[src/rtl/sync_debounce_bank_pkg.sv]
// Shared constants and elaboration-time helpers for the synchroniser/debounce bank.
package sync_debounce_bank_pkg;

    localparam int unsigned MIN_SYNC_STAGES = 2;
    localparam int unsigned MAX_SYNC_STAGES = 4;
    localparam int unsigned MIN_NUM_CH      = 1;
    localparam int unsigned MAX_NUM_CH      = 32;
    localparam int unsigned MIN_DEBOUNCE    = 1;
    localparam int unsigned MAX_DEBOUNCE    = 65535;

    // Ceiling log2; callers pass values >= 2 so the result is at least 1.
    function automatic int unsigned clog2(input int unsigned value);
        int unsigned result;
        int unsigned rem;
        result = 0;
        rem    = value - 1;
        while (rem > 0) begin
            result = result + 1;
            rem    = rem >> 1;
        end
        return result;
    endfunction

    // True when every parameter is inside its legal range.
    function automatic bit params_ok(input int unsigned num_ch,
                                     input int unsigned sync_stages,
                                     input int unsigned debounce_cycles);
        return (num_ch >= MIN_NUM_CH) && (num_ch <= MAX_NUM_CH) &&
               (sync_stages >= MIN_SYNC_STAGES) && (sync_stages <= MAX_SYNC_STAGES) &&
               (debounce_cycles >= MIN_DEBOUNCE) && (debounce_cycles <= MAX_DEBOUNCE);
    endfunction

endpackage

[src/rtl/sync_debounce_bank_channel.sv]
// Single-bit debounce filter: stability counter, filtered level and edge strobes.
module debounce_channel
    import sync_debounce_bank_pkg::*;
#(
    parameter int unsigned DEBOUNCE_CYCLES = 16,
    parameter logic        RESET_BIT       = 1'b0
) (
    input  logic aclk,
    input  logic areset,
    input  logic sync_in,
    output logic dout,
    output logic rise,
    output logic fall,
    output logic update_c
);

    localparam int unsigned     CNT_W    = clog2(DEBOUNCE_CYCLES + 1);
    localparam logic [CNT_W-1:0] CNT_LAST = CNT_W'(DEBOUNCE_CYCLES - 1);

    logic [CNT_W-1:0] cnt;

    // Level takes the synchronised value on the last consecutive disagreeing edge.
    assign update_c = (sync_in != dout) && (cnt == CNT_LAST);

    // Counter, level and strobe registers; any agreement restarts the count.
    always_ff @(posedge aclk) begin
        if (areset) begin
            cnt  <= '0;
            dout <= RESET_BIT;
            rise <= 1'b0;
            fall <= 1'b0;
        end else begin
            rise <= 1'b0;
            fall <= 1'b0;
            if (sync_in == dout) begin
                cnt <= '0;
            end else if (cnt == CNT_LAST) begin
                cnt  <= '0;
                dout <= sync_in;
                rise <= sync_in;
                fall <= ~sync_in;
            end else begin
                cnt <= cnt + CNT_W'(1);
            end
        end
    end

endmodule

[src/rtl/sync_debounce_bank.sv]
// Multi-channel pin synchroniser with per-channel debounce and edge strobes.
module sync_debounce_bank
    import sync_debounce_bank_pkg::*;
#(
    parameter int unsigned       NUM_CH          = 8,
    parameter int unsigned       SYNC_STAGES     = 2,
    parameter int unsigned       DEBOUNCE_CYCLES = 16,
    parameter logic [NUM_CH-1:0] RESET_LEVEL     = '0
) (
    input  logic              aclk,
    input  logic              areset,
    input  logic [NUM_CH-1:0] din,
    output logic [NUM_CH-1:0] sync_out,
    output logic [NUM_CH-1:0] dout,
    output logic [NUM_CH-1:0] rise,
    output logic [NUM_CH-1:0] fall,
    output logic              changed
);

    // Reject out-of-range parameters at elaboration.
    if (!params_ok(NUM_CH, SYNC_STAGES, DEBOUNCE_CYCLES)) begin : g_param_check
        $error("sync_debounce_bank: parameter out of range");
    end

    (* ASYNC_REG = "TRUE" *) logic [NUM_CH-1:0] sync_q [SYNC_STAGES];
    logic [NUM_CH-1:0] update_c;

    // Synchroniser shift chain, loaded with the reset level on reset.
    always_ff @(posedge aclk) begin
        if (areset) begin
            for (int unsigned i = 0; i < SYNC_STAGES; i++) begin
                sync_q[i] <= RESET_LEVEL;
            end
        end else begin
            sync_q[0] <= din;
            for (int unsigned i = 1; i < SYNC_STAGES; i++) begin
                sync_q[i] <= sync_q[i-1];
            end
        end
    end

    assign sync_out = sync_q[SYNC_STAGES-1];

    for (genvar g = 0; g < int'(NUM_CH); g++) begin : g_ch
        debounce_channel #(
            .DEBOUNCE_CYCLES (DEBOUNCE_CYCLES),
            .RESET_BIT       (RESET_LEVEL[g])
        ) u_ch (
            .aclk     (aclk),
            .areset   (areset),
            .sync_in  (sync_q[SYNC_STAGES-1][g]),
            .dout     (dout[g]),
            .rise     (rise[g]),
            .fall     (fall[g]),
            .update_c (update_c[g])
        );
    end

    // Registered any-channel-changed flag, aligned with the rise/fall strobes.
    always_ff @(posedge aclk) begin
        if (areset) begin
            changed <= 1'b0;
        end else begin
            changed <= |update_c;
        end
    end

endmodule
[config.mk]
export PLATFORM = sky130hd
export DESIGN_NAME = sync_debounce_bank
export DESIGN_NICKNAME = d
export VERILOG_FILES = /design/src/rtl/sync_debounce_bank_pkg.sv /design/src/rtl/sync_debounce_bank_channel.sv /design/src/rtl/sync_debounce_bank.sv
export SDC_FILE = /design/constraint.sdc
export NUM_CORES = 1
export LEC_CHECK = 0
export ABC_AREA = 1
export BUFFER_PORTS_ARGS = -buffer_cell sky130_fd_sc_hd__buf_2
export CAP_MARGIN = 25
export CORE_MARGIN = 2
export CORE_UTILIZATION = 40
export CTS_CLUSTER_DIAMETER = 200
export DETAILED_ROUTE_END_ITERATION = 12
export GPL_ROUTABILITY_DRIVEN = 0
export PLACE_DENSITY = 0.61
export SLEW_MARGIN = 20
export SYNTH_ARGS = -nofsm -noshare
export SYNTH_HDL_FRONTEND = slang
export SYNTH_SLANG_ARGS = --single-unit
[constraint.sdc]
create_clock -name aclk -period 4.1 [get_ports aclk]
set_clock_uncertainty 0.1 [all_clocks]
set_input_delay 0.615 -clock aclk [delete_from_list [all_inputs] [get_ports aclk]]
set_output_delay 0.615 -clock aclk [all_outputs]
set_load 0.01 [all_outputs]
Word-level counts from Yosys, hierarchy flattened
Memories as Yosys holds them, arrays and structs flattened.
Cells that the tools add are included.
{ "totals": {"register_bits": 65, "ram_bits": 16, "output_inout_bits": 33, "word_cells": 130, "mem_count": 1} }
{ "memory_table": {"columns": ["name", "depth", "word_bits", "rd", "rd_ports_with_merged_regs", "wr", "line_no", "source"], "rows": [
  ["sync_q", 2, 8, 2, 0, 2, "sync_debounce_bank.sv:25", "(* ASYNC_REG = \"TRUE\" *) logic [NUM_CH-1:0] sync_q [SYNC_STAGES];"]
]} }
{ "classes": {"addsub": 8, "eq_ne": 24, "mux": 5, "n_bitwise": 26, "reduce_logical": 33} }
{ "op_table": {"columns": ["cell", "n"], "rows": [
  ["OR reduction 3 bit", 16],
  ["adder 5 x 1 -> 5 bit, second input constant", 8],
  ["== test 5 x 4 -> 1 bit, second input constant", 8],
  ["NOT 1 bit", 24],
  ["two-way mux 8 bit", 2],
  ["AND reduction 2 bit", 8],
  ["== test 1 bit", 8],
  ["logical AND 1 bit", 8],
  ["!= test 1 bit", 8],
  ["OR reduction 8 bit", 1],
  ["two-way mux 1 bit", 3],
  ["bitwise OR 1 bit", 2]
]} }

Logic depth before layout (Yosys ltp)
Gate-level depths: netlist of run 1.
{ "depth": {"ltp_word": 3, "ltp_mapped": 8, "depth_no_buf": 8} }

Hierarchy
Synthesis of run 1 repeated with hierarchy kept, for this count alone.
{ "unflattened": {"cells_unflattened": 395, "area_unflattened_um2": 3249.4} }
{ "modules_own_cells": {"columns": ["mod", "instances", "cells_per_inst", "area_each_um2"], "rows": [
  ["debounce_channel", 8, 41, 334.1],
  ["sync_debounce_bank", 1, 67, 576.8]
]} }

Worst setup path before layout of run 1
Ideal clock, no wire load.
{ "synth_path": {"kind": "flip-flop to flip-flop", "start": "register g_ch[7].u_ch.cnt[0]", "end": "register g_ch[7].u_ch.cnt[3]", "arrival_time_ns": 1.309, "slack_ns": 2.621, "path_stages_with_launch": 9, "cell_sequence": "dfxtp_1 > ha_1 > nand2_1 > nor2_1 > ha_1 > nor2_1 > nand3_1 > o21bai_1 > a21oi_1"} }
{ "synth_via": {"elab_chain_cells": 2, "elab_cells_between_ends": 3, "cone_classes": "1 x add/sub; 1 x eq/ne; 1 x reduce/logical"} }
{ "synth_lines": {"columns": ["element", "line_no", "source"], "rows": [
  ["from (decl)", "sync_debounce_bank_channel.sv:20", "logic [CNT_W-1:0] cnt;"],
  ["from (signal assigned)", "sync_debounce_bank_channel.sv:43", "cnt <= cnt + CNT_W'(1);"],
  ["branches (longest 2 deep; another with adder 5 x 1 -> 5 bit)", null, null]
]} }
Parallel ways; which one is timed is not known.
A chain may end at the register's enable or synchronous reset.

Worst setup path after layout of run 1
Ends and elaborated chain as after synthesis.

==> results.sh, run 1 <==
export IMPL_antenna_found_initial=0
export IMPL_grt_pass1_vias=1941
export IMPL_wl_per_cell_um=9.915
export IMPL_yosysMostFrequentCell="dfxtp_1"
export IMPL_rsz0062_at_grt="no"
export IMPL_synthTopCellsByArea="dfxtp_1 (51%), nor2_1 (9.4%), buf_4 (7.8%)"
export IMPL_die_width_um=93.21
export IMPL_drive_above_1_share_pct=15.44
export IMPL_drcViolationCount=0
export IMPL_yosysWarnings=0
export IMPL_port_buffers=42
export IMPL_dpl_worst_slack_ps=2264
export IMPL_clockBufferDepth=2
export IMPL_finalSetupViolations=0
export IMPL_syn_num_nets=401
export IMPL_start_kind="flip-flop"
export IMPL_worst_ir_drop_vdd_v=0.0001791
export IMPL_vias=2192
export IMPL_post_cts_setup_buffers=0
export IMPL_die_h_um=93.21
export IMPL_slew_viol_final=0
export IMPL_fin_crit_sh_pct=40.08
export IMPL_pin_count=43
export IMPL_worstPathArrival_ps=1810
export IMPL_crit_type="reg2reg"
export IMPL_outcome="completed"
export IMPL_grt_first_pass_wirelength_um=8328
export IMPL_path_clk_slew_ps=80
export IMPL_layout_nets=418
export IMPL_initial_utilization_pct=41.19
export IMPL_overflow=0
export IMPL_max_slew_margin_pct=66.50
export IMPL_synth_top_cell_area_share_pct=50.94
export IMPL_period_minus_slack_ps=1643
export IMPL_setup_slack_ps=2457
export IMPL_endpoint_kind="flip-flop"
export IMPL_avgViaCountPerCell=4.410
export IMPL_num_antenna_cells=0
export IMPL_synth_commonest_cells="dfxtp_1 (81), nor2_1 (80), inv_1 (58)"
export IMPL_synth_edff_count=0
export IMPL_place_inst=483
export IMPL_cp_required_ps=4270
export IMPL_fin_tns_setup_ps=0
export IMPL_grt_max_degree=27
export IMPL_drt_iter0_drc=39
export IMPL_hp_class="reg2reg"
export IMPL_avgSynthCellArea_um2=8.488
export IMPL_ys_seq_elements=81
export IMPL_timing_fmax_mhz=608.5
export IMPL_row_count=32
export IMPL_ys_flop_type="dfxtp_1"
export IMPL_syn_area_um2=3183
export IMPL_power_mw=1.428
export IMPL_core_area_um2=7727
export IMPL_seq_area_frac_synth_pct=50.94
export IMPL_hold_slack_ps=304.4
export IMPL_first_pass_iters=4
export IMPL_syn_to_final_growth_pct=8.058
export IMPL_routed_wl_um=4928
export IMPL_cts_sinks=81
export IMPL_synth_area_leader_cell="dfxtp_1"
export IMPL_clk_latency_ps=330
export IMPL_postSynth_asyncResetShare_pct=0
export IMPL_post_dp_hpwl_um=3739
export IMPL_antenna_left=0
export IMPL_cts_tree="done"
export IMPL_cts_root_buf="clkbuf_8"
export IMPL_synth_distinct_cells=24
export IMPL_cp_max_fo=5
export IMPL_maxCapViolations=0
export IMPL_hold_viol=0
export IMPL_worst_pin_slew_ps=502.5
export IMPL_cts_repair_resized=0
export IMPL_syn_inst=375
export IMPL_die_area_um2=8687
export IMPL_p_leak_nw=1.484
export IMPL_h_tree_depth=3
export IMPL_cts_made_buffers=9
export IMPL_powerDensity_nw_per_um2=415.3
export IMPL_finalNonFillerCells=497
export IMPL_grt_usage_pct=12.38
export IMPL_postCtsHoldBufs=0
worst paths after layout:
path	slack [ps]	cells past startpoint	start	end
worst max-delay path	2460	8	g_ch[7].u_ch.cnt[0]$_SDFF_PP0_	g_ch[7].u_ch.cnt[3]$_SDFF_PP0_
worst min register to register	300	2	sync_q[0][1]$_SDFF_PP0_	sync_q[0][9]$_SDFF_PP0_
worst min-delay path	300	2	sync_q[0][1]$_SDFF_PP0_	sync_q[0][9]$_SDFF_PP0_
worst max register to register	2460	8	g_ch[7].u_ch.cnt[0]$_SDFF_PP0_	g_ch[7].u_ch.cnt[3]$_SDFF_PP0_
sequential cells by signal, indices dropped and copies added (netlist names):
register	count
g_ch.u_ch.fall	8
sync_q	16
g_ch.u_ch.dout	8
g_ch.u_ch.rise	8
g_ch.u_ch.cnt	40
changed	1
logic make-up (layout without fill, tap and decap cells):
kind of cell	Yosys count	after routing	share of synthesized area, %
AND/OR/NAND/NOR	158	158	22.33
buffers and inverters	95	115	15.72
flip-flops	81	81	50.94
AO/OA/AOI/OAI	24	24	4.442
adder cells (fa/ha/maj)	16	16	6.289
XOR/XNOR	1	1	0.2752
worst max-delay path, stage by stage, from the launching register on:
cell      delay [ps]
dfxtp_1          330
ha_1             210
nand2_1           90
nor2_1            50
ha_1             220
nor2_1           110
nand3_1          170
o21bai_1         200
a21oi_1          100
power breakdown:
| group | switching [mW] | total, mW | internal, mW |
|---|---|---|---|
| clock network | 0.255 | 0.589 | 0.335 |
| logic | 0.0242 | 0.0371 | 0.0129 |
| registers | 0.00623 | 0.802 | 0.796 |
metal layers:
metal  global-route usage [%]  share of wire, %  vias up
met5                        0                 0        -
met4                    4.534               1.1        0
met3                    4.835               4.7        5
met2                    20.71                46       44
met1                    14.36                48      973
li1                         -                 -     1170
placed cells by master (no fill, tap or decap), drive strengths merged:
cell    Yosys  routed
clkbuf      0      10
ha         16      16
dfxtp      81      81
clkinv      0       2
nand3      32      32
nor3b       7       7
nand2      29      29
o21bai      7       7
nand4       8       8
buf        36      42
nor2       81      81
bufinv      0       2
a21oi       9       9
xor2        1       1
inv        59      59
o21ai       8       8
nor3        1       1
cell type report:
type / count / area, um2
Sequential cell: 81 / 1622
Inverter: 59 / 221.5
Clock inverter: 4 / 70.07
Multi-Input combinational cell: 199 / 1061
Tap cell: 102 / 127.6
Fill cell: 766 / 4288
Timing Repair Buffer: 42 / 210.2
Clock buffer: 10 / 127.6
per-stage QoR:
| stage | instance area, um2 | utilization (%) |
|---|---|---|
| 3_5_place_dp | 3242 | 41.95 |
| 5_1_grt | 3440 | 44.51 |
| 2_1_floorplan | 3183 | - |
| 4_1_cts | 3440 | 44.51 |
| 3_3_place_gp | 3242 | 41.95 |
| 6_report | 3440 | 44.51 |
No activity file was read; power rests on OpenSTA's default activity.
==> run 2: changes to the inputs <==
--- a/config.mk
+++ b/config.mk
@@ -5,7 +5,7 @@
 export SDC_FILE = /design/constraint.sdc
 export NUM_CORES = 1
 export LEC_CHECK = 0
-export ABC_AREA = 1
+export ABC_AREA = 0
 export BUFFER_PORTS_ARGS = -buffer_cell sky130_fd_sc_hd__buf_2
 export CAP_MARGIN = 25
 export CORE_MARGIN = 2
@@ -13,7 +13,7 @@
 export CTS_CLUSTER_DIAMETER = 200
 export DETAILED_ROUTE_END_ITERATION = 12
 export GPL_ROUTABILITY_DRIVEN = 0
-export PLACE_DENSITY = 0.61
+export PLACE_DENSITY = 0.63
 export SLEW_MARGIN = 20
 export SYNTH_ARGS = -nofsm -noshare
 export SYNTH_HDL_FRONTEND = slang
==> constraint.sdc (replaced) <==
create_clock -name aclk -period 1.4 [get_ports aclk]
set_clock_uncertainty 0.1 [all_clocks]
set_input_delay 0.21 -clock aclk [delete_from_list [all_inputs] [get_ports aclk]]
set_output_delay 0.21 -clock aclk [all_outputs]
set_load 0.01 [all_outputs]
==> results.sh, run 2 <==
export IMPL_slew_viol_final=0
export IMPL_layout_nets=407
export IMPL_yosysWarnings=0
export IMPL_crit_type="reg2reg"
export IMPL_mostFrequentLayoutCell="dfxtp_1"
export IMPL_wl_per_cell_um=11.81
export IMPL_path_clk_slew_ps=70
export IMPL_die_h_um=92.11
export IMPL_violations="negative setup slack"
export IMPL_period_minus_slack_ps=1559
export IMPL_syn_area_um2=3105
export IMPL_yosysMostFrequentCell="dfxtp_1"
export IMPL_seq_area_frac_synth_pct=52.22
export IMPL_port_buffers=42
export IMPL_avgSynthCellArea_um2=10.35
export IMPL_n_fill_cell=661
export IMPL_core_area_um2=7607
export IMPL_p_leak_nw=1.697
export IMPL_swShare_pct=20.35
export IMPL_synth_commonest_cells="dfxtp_1 (81), nor2_1 (48), buf_4 (32)"
export IMPL_synthTopCellsByArea="dfxtp_1 (52%), buf_4 (7.7%), ha_1 (6.4%)"
export IMPL_grt_usage_pct=14.14
export IMPL_ys_seq_elements=81
export IMPL_power_switching_mw=0.8757
export IMPL_fin_crit_sh_pct=111.4
export IMPL_timing_fmax_mhz=641.3
export IMPL_routed_wl_um=5761
export IMPL_hp_class="in2reg"
export IMPL_max_slew_margin_pct=75.18
export IMPL_overflow=0
export IMPL_path_cells="ha_4 > and3_4 > ha_4 > inv_2 > o22ai_1 > o41a_1"
export IMPL_num_antenna_cells=0
export IMPL_ys_flop_type="dfxtp_1"
export IMPL_final_seq_area_um2=1642
export IMPL_placed_area_um2=3784
export IMPL_endpoint_kind="flip-flop"
export IMPL_design_area_um2=4474
export IMPL_row_count=32
export IMPL_worstPathArrival_ps=1680
export IMPL_crit_path_max_incr_delay_ps=400
export IMPL_largest_register="g_ch.u_ch.cnt"
export IMPL_cts_made_buffers=9
export IMPL_cp_max_fo=3
export IMPL_die_width_um=92.11
export IMPL_h_tree_depth=3
export IMPL_worst_ir_drop_vdd_v=0.0004554
export IMPL_rsz0062_at_grt="yes"
export IMPL_syn_to_final_growth_pct=44.08
export IMPL_pin_count=43
export IMPL_final_cell_mix="dfxtp_1 (65), buf_4 (50), buf_2 (42)"
export IMPL_largest_reg_flops=40
export IMPL_top_regs="g_ch.u_ch.cnt x40, sync_q x16"
export IMPL_first_pass_iters=4
export IMPL_cp_common_cell="ha_4"
export IMPL_worst_pin_slew_ps=369.6
export IMPL_clock_power_share_pct=41.2
export IMPL_post_dp_hpwl_um=3669
export IMPL_die_area_um2=8484
export IMPL_finalSetupViolations=46
export IMPL_multi_input_area_um2=1645
export IMPL_antenna_left=0
export IMPL_grt_pass1_vias=2114
export IMPL_grt_first_pass_wirelength_um=9411
export IMPL_vias=2156
export IMPL_drive_above_1_share_pct=54.15
export IMPL_p_int_mw=3.427
export IMPL_drcViolationCount=0
export IMPL_synth_edff_count=0
export IMPL_p_comb_share_pct=4.1
export IMPL_postSynth_asyncResetShare_pct=0
export IMPL_powerDensity_nw_per_um2=961.5
export IMPL_avgViaCountPerCell=4.418
export IMPL_rrSetupSlack_ps=-160
export IMPL_drt_iter0_drc=35
export IMPL_dpl_worst_slack_ps=-170.8
export IMPL_seq_power_share_pct=54.7
export IMPL_cp_required_ps=1520
export IMPL_cp_slowest_cell="o41a_1"
export IMPL_synth_distinct_cells=17
export IMPL_syn_inst=300
export IMPL_cts_root_buf="clkbuf_8"
export IMPL_maxCapViolations=0
export IMPL_setup_slack_ps=-159.3
export IMPL_grt_max_degree=36
export IMPL_hold_viol=0
export IMPL_antenna_found_initial=0
export IMPL_synth_top_cell_area_share_pct=52.22
export IMPL_power_mw=4.302
export IMPL_cts_sinks=81
export IMPL_clockBufferDepth=2
export IMPL_synth_area_leader_cell="dfxtp_1"
export IMPL_clk_latency_ps=340
export IMPL_start_kind="flip-flop"
export IMPL_initial_utilization_pct=40.82
export IMPL_cts_tree="done"
export IMPL_outcome="finished, violations left"
export IMPL_syn_num_nets=326
==> run 2: cell count changes after synthesis, moves of 8 or more <==
| cell | change |
|---|---|
| nand2_1 | -29 |
| or3_4 | +8 |
| nand3_1 | -22 |
| nor2b_1 | +16 |
| and3_1 | +8 |
| inv_1 | -33 |
| a21oi_1 | -8 |
| mux2i_1 | +8 |
| nor4b_1 | +16 |
| nand4_1 | -8 |
| xnor2_1 | +16 |
| nor2_1 | -32 |
==> run 2: timing repair <==
action,4_1_cts,5_1_grt
setup buffers,4,8
endpoints found under the setup margin,53,61
gates resized for setup,26,44
hold buffers,7,0
pin swaps,16,19
hold endpoints to repair,7,0
==> run 2: cells by family (layout without fill, tap and decap cells) <==
| family | Yosys count | after routing | share of synthesized area [%] |
|---|---|---|---|
| simple gates | 104 | 104 | 19.34 |
| flops | 81 | 81 | 52.22 |
| mux | 8 | 8 | 2.579 |
| xor+xnor | 24 | 24 | 6.769 |
| buf+inv | 62 | 148 | 11.48 |
| fa+ha+maj | 16 | 16 | 6.446 |
| compound gates | 5 | 5 | 1.168 |
==> run 2: worst paths after layout <==
| path | from | end | cells past startpoint |
|---|---|---|---|
| hold reg to reg | sync_q[0][3]$_SDFF_PP0_ | sync_q[0][11]$_SDFF_PP0_ | 1 |
| setup / recovery | g_ch[5].u_ch.cnt[1]$_SDFF_PP0_ | changed$_SDFF_PP0_ | 6 |
| hold / removal | din[4] | sync_q[0][4]$_SDFF_PP0_ | 2 |
| setup reg to reg | g_ch[5].u_ch.cnt[1]$_SDFF_PP0_ | changed$_SDFF_PP0_ | 6 |
==> run 2: final cells by class <==
class	count	share of cell area, %
clock inverter	3	1.454
sequential	81	36.69
timing repair buffer	107	16.86
inverter	25	2.265
multi-input combinational	157	36.77
tap	102	2.852
clock buffer	13	3.104
==> run 2: power by group through the flow <==
stage	registers, mW	clock network, mW	logic [mW]
CTS	2.35	1.83	0.162
detailed placement	2.40	0	0.136
global route	2.36	1.95	0.191
finish	2.35	1.77	0.175
global placement	2.40	0	0.134
floorplan	2.40	0	0.0844
==> run 2: metrics by stage <==
step	instances	util [%]	hold slack (ps)	TNS (ps)
2_1_floorplan	300	-	238.2	-784.1
3_3_place_gp	456	49.74	319.4	-2220
3_5_place_dp	456	49.74	324.9	-3068
4_1_cts	482	55.74	30.89	-2895
5_1_grt	488	58.82	34.98	-5225
6_report	488	58.82	48.27	-3028
==> run 2: per-layer routing <==
| layer | routed length, um | up-vias | GRT usage (%) |
|---|---|---|---|
| met3 | 239 | 11 | 3.205 |
| met5 | 0 | - | 0 |
| met4 | 132 | 0 | 7.836 |
| met1 | 2621 | 1001 | 18.04 |
| met2 | 2768 | 39 | 22.12 |
| li1 | - | 1105 | - |
==> run 2: worst max-delay path: cells and delay by family, from the launching register on <==
family | cells | cell delay, ps
flip-flops | 1 | 340
AO/OA/AOI/OAI | 2 | 460
AND/OR/NAND/NOR | 1 | 180
adder cells (fa/ha/maj) | 2 | 310
buffers and inverters | 1 | 50
==> run 3: changes to the inputs <==
--- a/config.mk
+++ b/config.mk
@@ -6,14 +6,16 @@
 export NUM_CORES = 1
 export LEC_CHECK = 0
 export ABC_AREA = 0
-export BUFFER_PORTS_ARGS = -buffer_cell sky130_fd_sc_hd__buf_2
+export BUFFER_PORTS_ARGS = -buffer_cell sky130_fd_sc_hd__buf_4
 export CAP_MARGIN = 25
+export CELL_PAD_IN_SITES_DETAIL_PLACEMENT = 1
+export CELL_PAD_IN_SITES_GLOBAL_PLACEMENT = 1
 export CORE_MARGIN = 2
 export CORE_UTILIZATION = 40
 export CTS_CLUSTER_DIAMETER = 200
 export DETAILED_ROUTE_END_ITERATION = 12
 export GPL_ROUTABILITY_DRIVEN = 0
-export PLACE_DENSITY = 0.63
+export PLACE_DENSITY = 0.77
 export SLEW_MARGIN = 20
 export SYNTH_ARGS = -nofsm -noshare
 export SYNTH_HDL_FRONTEND = slang
==> results.sh, run 3 (synthesis gave the netlist of run 2 again) <==
export IMPL_timing_fmax_mhz=621.6
export IMPL_maxCapViolations=0
export IMPL_endpoint_kind="flip-flop"
export IMPL_use_met3_pct=4.108
export IMPL_crit_type="reg2reg"
export IMPL_power_switching_mw=0.9868
export IMPL_pin_count=43
export IMPL_cts_root_buf="clkbuf_8"
export IMPL_worst_ir_drop_vdd_v=0.0006417
export IMPL_syn_to_final_growth_pct=51.77
export IMPL_clockBufferDepth=2
export IMPL_use_met2_pct=32.78
export IMPL_design_area_um2=4713
export IMPL_die_width_um=92.11
export IMPL_max_slew_margin_pct=64.80
export IMPL_reg2regPathDepth=6
export IMPL_antenna_left=0
export IMPL_mostFrequentLayoutCell="buf_4"
export IMPL_setup_slack_ps=-208.7
export IMPL_antenna_found_initial=0
export IMPL_largest_register="g_ch.u_ch.cnt"
export IMPL_finalSetupViolations=54
export IMPL_start_kind="flip-flop"
export IMPL_hold_viol=0
export IMPL_placed_area_um2=3906
export IMPL_die_h_um=92.11
export IMPL_swShare_pct=22.31
export IMPL_wl_per_cell_um=15.54
export IMPL_p_leak_nw=1.727
export IMPL_grt_busiest_layer="met2"
export IMPL_first_pass_iters=4
export IMPL_vias=2249
export IMPL_worst_pin_slew_ps=528.1
export IMPL_top_regs="g_ch.u_ch.cnt x40, sync_q x16"
export IMPL_seq_power_share_pct=53.2
export IMPL_powerDensity_nw_per_um2=938.5
export IMPL_cts_tree="done"
export IMPL_drt_iter0_drc=34
export IMPL_grt_max_degree=33
export IMPL_port_buffers=42
export IMPL_period_minus_slack_ps=1609
export IMPL_largest_reg_flops=40
export IMPL_cp_max_fo=3
export IMPL_final_cell_mix="buf_4 (92), dfxtp_1 (65), nor2_2 (23)"
export IMPL_initial_utilization_pct=40.82
export IMPL_clock_power_share_pct=42.2
export IMPL_die_area_um2=8484
export IMPL_cts_made_buffers=9
export IMPL_num_antenna_cells=0
export IMPL_grt_usage_pct=18.03
export IMPL_p_comb_share_pct=4.6
export IMPL_rsz0062_at_grt="yes"
export IMPL_hold_depth=2
export IMPL_row_count=32
export IMPL_clk_latency_ps=350
export IMPL_overflow=0
export IMPL_core_area_um2=7607
export IMPL_fin_crit_sh_pct=114.9
export IMPL_grtUsageMet1_pct=19.88
export IMPL_violations="negative setup slack"
export IMPL_post_dp_hpwl_um=4539
export IMPL_drcViolationCount=0
export IMPL_grt_pass1_vias=2403
export IMPL_power_mw=4.424
export IMPL_hp_class="in2reg"
export IMPL_slew_viol_final=0
export IMPL_layout_nets=412
export IMPL_outcome="finished, violations left"
export IMPL_cp_required_ps=1540
export IMPL_grt_first_pass_wirelength_um=11580
export IMPL_path_clk_slew_ps=80
export IMPL_h_tree_depth=3
export IMPL_drive_above_1_share_pct=57.29
export IMPL_routed_wl_um=7661
export IMPL_worstPathArrival_ps=1750
export IMPL_p_int_mw=3.437
export IMPL_cts_sinks=81
export IMPL_avgViaCountPerCell=4.562
## run 3: power groups by stage
| stage | clock network, mW | logic, mW | registers, mW |
|---|---|---|---|
| 2_1_floorplan | 0 | 0.0844 | 2.40 |
| 3_3_place_gp | 0 | 0.147 | 2.40 |
| 3_5_place_dp | 0 | 0.152 | 2.40 |
| 4_1_cts | 1.88 | 0.187 | 2.35 |
| 5_1_grt | 2.01 | 0.221 | 2.36 |
| 6_report | 1.87 | 0.205 | 2.35 |
## run 3: critical path, stage by stage (launching register included)
cell and delay [ps]:
dfxtp_2 340, ha_4 160, and3_4 180, ha_4 170, inv_4 60, o22ai_2 70
o41a_1 430
## run 3: cell type report
cell class	count	area [um2]
clock buffers	11	131.4
clock inverters	5	80.08
fillers	775	2894
inverters	25	103.9
multi-input cells	157	1722
flip-flops and latches	81	1642
well taps	102	127.6
repair buffers	112	907.1
## run 3: timing repair
action / CTS / global route
hold buffers: 7 / 0
gates resized for setup: 48 / 50
buffers inserted: 8 / 10
setup endpoints to repair: 57 / 63
hold endpoints to repair: 7 / 0
pin swaps: 28 / 17
## run 3: worst paths after layout
check / start / slack (ps) / end
setup reg to reg: g_ch[4].u_ch.cnt[1]$_SDFF_PP0_ / -210 / changed$_SDFF_PP0_
hold reg to reg: sync_q[0][2]$_SDFF_PP0_ / 340 / sync_q[0][10]$_SDFF_PP0_
hold / removal: din[7] / 50 / sync_q[0][7]$_SDFF_PP0_
setup / recovery: g_ch[4].u_ch.cnt[1]$_SDFF_PP0_ / -210 / changed$_SDFF_PP0_
## run 3: per-stage QoR
| stage | hold WS, ps | util [%] | setup slack, ps | TNS (ps) | std cells |
|---|---|---|---|---|---|
| final | 54.05 | 61.96 | -208.7 | -3526 | 493 |
| after global routing | 30.56 | 61.96 | -264.4 | -6092 | 493 |
| after CTS | 29.09 | 59.01 | -200.5 | -2480 | 489 |
| after detailed placement | 327.3 | 51.35 | -198.7 | -4238 | 460 |
| after global placement | 319.2 | 51.35 | -169.5 | -2350 | 460 |
| after floorplan | 238.2 | - | -142.5 | -784.1 | 300 |
## run 3: routing by layer
layer	vias to the layer above	part of all wire [%]
li1	1110	-
met1	1094	41
met2	34	55
met3	11	2.8
met4	0	1.7
met5	-	0
